`src/rtl/fullword_merge32.sv`:
```
// rtl/fullword_merge32.sv - round-robin 4-way dual-rail NCL word receiver with valid/ready output
module fullword_merge32 #(
  parameter int WIDTH       = 32,
  parameter int SYNC_STAGES = 2
) (
  input  logic               clk,
  input  logic               init,
  input  logic [2*WIDTH-1:0] s_rail,
  input  logic [2*WIDTH-1:0] t_rail,
  input  logic [2*WIDTH-1:0] u_rail,
  input  logic [2*WIDTH-1:0] v_rail,
  output logic               s_comp,
  output logic               t_comp,
  output logic               u_comp,
  output logic               v_comp,
  output logic [WIDTH-1:0]   out_data,
  output logic [1:0]         out_port,
  output logic               out_valid,
  input  logic               out_ready,
  output logic               err_illegal,
  output logic [15:0]        word_count
);

  typedef enum logic {WAIT_DATA, WAIT_NULL} state_t;

  logic [2*WIDTH-1:0] rail_in [4];
  logic [2*WIDTH-1:0] sync_q  [4][SYNC_STAGES];
  logic [2*WIDTH-1:0] sel;
  logic [WIDTH-1:0]   word_true;
  logic               word_complete;
  logic               word_illegal;
  logic               word_null;
  logic               slot_free;
  state_t             state;
  logic [1:0]         ptr;
  logic [3:0]         comp;
  logic [15:0]        count;

  assign rail_in[0] = s_rail;
  assign rail_in[1] = t_rail;
  assign rail_in[2] = u_rail;
  assign rail_in[3] = v_rail;

  assign s_comp     = comp[0];
  assign t_comp     = comp[1];
  assign u_comp     = comp[2];
  assign v_comp     = comp[3];
  assign word_count = count;

  // Every rail crosses into the clock domain through its own flop chain.
  always_ff @(posedge clk or posedge init) begin
    if (init) begin
      for (int p = 0; p < 4; p++)
        for (int k = 0; k < SYNC_STAGES; k++)
          sync_q[p][k] <= '0;
    end else begin
      for (int p = 0; p < 4; p++) begin
        sync_q[p][0] <= rail_in[p];
        for (int k = 1; k < SYNC_STAGES; k++)
          sync_q[p][k] <= sync_q[p][k-1];
      end
    end
  end

  assign sel       = sync_q[ptr][SYNC_STAGES-1];
  assign word_null = (sel == '0);
  assign slot_free = !out_valid || out_ready;

  always_comb begin
    word_complete = 1'b1;
    word_illegal  = 1'b0;
    word_true     = '0;
    for (int i = 0; i < WIDTH; i++) begin
      word_complete = word_complete & (sel[2*i] | sel[2*i+1]);
      word_illegal  = word_illegal  | (sel[2*i] & sel[2*i+1]);
      word_true[i]  = sel[2*i+1];
    end
  end

  // Rails only rise while waiting for DATA, so a single complete sample is final.
  always_ff @(posedge clk or posedge init) begin
    if (init) begin
      state       <= WAIT_DATA;
      ptr         <= 2'd0;
      comp        <= 4'b0000;
      out_data    <= '0;
      out_port    <= 2'd0;
      out_valid   <= 1'b0;
      err_illegal <= 1'b0;
      count       <= 16'd0;
    end else begin
      if (out_valid && out_ready)
        out_valid <= 1'b0;
      case (state)
        WAIT_DATA: begin
          if (word_complete && slot_free) begin
            out_data    <= word_true;
            out_port    <= ptr;
            out_valid   <= 1'b1;
            comp        <= 4'b0001 << ptr;
            count       <= count + 16'd1;
            err_illegal <= err_illegal | word_illegal;
            state       <= WAIT_NULL;
          end
        end
        WAIT_NULL: begin
          if (word_null) begin
            comp  <= 4'b0000;
            ptr   <= ptr + 2'd1;
            state <= WAIT_DATA;
          end
        end
        default: state <= WAIT_DATA;
      endcase
    end
  end

endmodule
```
`config.mk`:
```
export PLATFORM = sky130hd
export DESIGN_NAME = fullword_merge32
export DESIGN_NICKNAME = d
export VERILOG_FILES = /design/src/rtl/fullword_merge32.sv
export SDC_FILE = /design/constraint.sdc
export NUM_CORES = 1
export LEC_CHECK = 0
export ABC_AREA = 0
export CAP_MARGIN = 10
export CORE_UTILIZATION = 33
export CTS_BUF_LIST = sky130_fd_sc_hd__clkbuf_8
export DETAILED_ROUTE_END_ITERATION = 10
export SLEW_MARGIN = 0
export SYNTH_ARGS = -nofsm -noshare
export SYNTH_HDL_FRONTEND = slang
export SYNTH_SLANG_ARGS = --single-unit
```
`constraint.sdc`:
```
create_clock -name clk -period 55.1 [get_ports clk]
set_input_delay 11.02 -clock clk [delete_from_list [all_inputs] [get_ports clk]]
set_output_delay 11.02 -clock clk [all_outputs]
set_load 0.05 [all_outputs]
```
==> impl_metrics.csv <==
group,metric,value,unit
timing,fin_setup_tns,0,ns
layout,area_growth,33.5,%
timing,hold_viol,0,
drt,wirelength,40500,um
floorplan,die_h,231,um
floorplan,die_area,53200,um^2
drt,viasPerCell,4.38,
grt,grt_pass1_vias,9862,
min_path,hp-start,"sync_q[476]$_DFF_PP0_",
clocking,cts_setup_buffers,0,
drt,drc,0,
drt,final_antenna_net_count,0,
min_path,hp-class,"reg -> reg",
clocking,cts-buffers-inserted,91,
yosys,synth_nets,1101,
yosys,synth_area_per_cell,20.6,um^2
yosys,synth.top_cell.area_share,82.8,%
critical_path,endpoint_kind,"flop",
clocking,clock_sinks,571,
floorplan,io_pins,315,
layout,postLayoutCellArea,23000,um^2
yosys,synth_async_sr_flop_share,100,%
grt,grt_pass1_wl,60700,um
clocking,hold_buffers,0,
timing,period_needed,13.32,ns
yosys,yosysWarnings,0,
drt,drtPass1Iterations,5,
clocking,cts-resized-gates,0,
floorplan,start_util,33.5,%
critical_path,critPathRequiredTime,55.63,ns
timing,finClkSkew,0.0268,ns
yosys,ys_ff_latch,571,
power_and_ir_drop,vdd_drop_max,0.0000172,V
timing,relSlewSlack,30.3,%
grt,grt.overflow.total,0,
placement,io_buffers,314,
clocking,clockRootBuffer,"clkbuf_8",
floorplan,num_rows,83,
critical_path,cp.arrival,13.85,ns
power_and_ir_drop,p_leak,10.1,nW
yosys,synth-edff-count,0,
timing,slew_violations,0,
timing,period_share,24.2,%
floorplan,coreArea,51500,um^2
yosys,synth.cell_area,17200,um^2
placement,globalplace.congestion,0.785,
clocking,cts_tree,"done",
timing,setup_viol,0,
job,drv_cap,0,
critical_path,crit_path_max_fanout,31,
placement,dp_hpwl,28800,um
placement,placed_cell_area,21200,um^2
placement,placedCellCount,1819,
drt,vias,8671,
clocking,clk_path_buf_depth,3,
yosys,synth_sequential_area_ratio,82.8,%
grt,antenna_found_initial,1,
power_and_ir_drop,powerDensity,36.1,nW/um^2
critical_path,startpoint,"out_ready",
drt,wl_per_cell,20.4,um
layout,fin_cells,1980,
clocking,clk_latency,0.66,ns
layout,layout_commonest_cell,"dfrtp_1",
floorplan,die_w,231,um
critical_path,start_kind,"input port",
layout,nFillCells,4506,
yosys,ys.flop_type,"dfrtp_1",
layout,drive_gt1_share,17.1,%
timing,worst_slew_pin_slew,1.04,ns
layout,fin_nets,1497,
grt,grt_max_degree,97,
drt,initialDrtViolationCount,468,
clocking,htreeDepth,3,
layout,layout_common_cells,"569 x dfrtp_1, 314 x clkdlybuf4s50_1, 114 x clkbuf_8",
timing,max_freq,75.1,MHz
yosys,synth_top_area_cell,"dfrtp_1",
yosys,synth_area_leaders,"dfrtp_1 83%, mux4_2 8.4%, mux2_1 2.0%, nor4_1 0.73%, xor2_1 0.71%",
critical_path,critical_path_class,"in -> reg",
yosys,syn_inst,837,
yosys,yosysUniqueCellTypes,34,
timing,rsz0062_at_grt,"false",
outcome,status,"finished clean",
clocking,path_clk_slew,0.06,ns
grt,grtUsageTotal,15.9,%
critical_path,r2r-start,"ptr[0]$_DFFE_PP0P_",
-- sequential cells by signal (all words and copies together), names as in the netlist, 2 cells and up --
signal,flops
comp,4
sync_q,512
out_port,2
out_data,32
word_count,16
ptr,2
-- power breakdown --
part / internal, W / switching (W)
Sequential: 0.000439 / 0.00000492
Combinational: 0.0000218 / 0.0000181
Clock: 0.000191 / 0.000157
Total: 0.000651 / 0.000180
-- per-stage QoR --
stage               setup WS (ns)  power (W)  hold WS, ns  util (%)
finish                      41.78   0.000832        0.336      44.7
global route                41.52   0.000870        0.346      44.7
CTS                         41.63   0.000846        0.343      44.7
detailed placement          40.89   0.000492        0.335      41.1
global placement            40.99   0.000490        0.331      41.1
floorplan                   28.11   0.000464        0.331         -
-- area by class of cell --
cell class / count / area (um^2) / area share, %
clock buffer: 114 / 1570 / 6.81
multi-input combinational: 235 / 2790 / 12.1
inverter: 9 / 41.3 / 0.179
sequential: 571 / 14300 / 62.1
clock inverter: 45 / 241 / 1.05
tap: 680 / 851 / 3.69
timing repair buffer: 325 / 3250 / 14.1
antenna: 1 / 2.50 / 0.0109
-- synth_stat cells, types with 3 or more instances --
library cell	number
nand2_1	8
mux4_2	64
a22oi_1	16
dfrtp_1	571
nor3_1	14
mux2_1	31
clkbuf_1	4
ha_1	5
a31o_1	4
o21ai_0	3
nand4_1	10
buf_4	3
o22ai_1	14
nand3_1	6
nor4_1	20
inv_1	9
mux2_2	3
buf_6	5
buf_2	9
nor4_2	6
xor2_1	14
-- layer usage --
metal  vias to the layer above  part of all wire [%]  global-route usage, %
met5                         -                     0                      0
met4                         0                   2.8                   5.77
met3                        75                   8.3                   6.13
met2                       324                    49                   25.4
met1                      4498                    40                   19.6
li1                       3774                     -                      -
-- worst max-delay path, cell delays in order --
cell             delay (ns)
clkdlybuf4s50_1        0.45
nand2b_1               0.14
o211ai_1               0.10
nor3_1                 0.15
nand3_1                0.74
nor2_4                 0.37
buf_4                  0.45
mux2_1                 0.37
-- path summary, 6_finish.rpt --
path / end / slack, ns / depth (start not counted)
max: out_data[26]$_DFFE_PP0P_ / 41.78 / 8
max in group asynchronous: sync_q[317]$_DFF_PP0_ / 41.91 / 4
min: sync_q[412]$_DFF_PP0_ / 0.34 / 0
min reg2reg: sync_q[412]$_DFF_PP0_ / 0.34 / 0
min in group asynchronous: sync_q[239]$_DFF_PP0_ / 10.84 / 2
max reg2reg: out_data[26]$_DFFE_PP0P_ / 50.13 / 8
-- cell families (layout without fill, tap and decap cells) --
family / count (synthesis) / count (layout) / share of synthesized area, %
flops: 571 / 571 / 82.8
simple gates: 73 / 73 / 2.63
buf+inv: 31 / 493 / 1.04
other cells: 0 / 1 / 0
xor+xnor: 16 / 16 / 0.812
mux: 98 / 98 / 10.6
compound gates: 43 / 43 / 1.73
fa+ha+maj: 5 / 5 / 0.363
(Power assumes the default switching activity.)
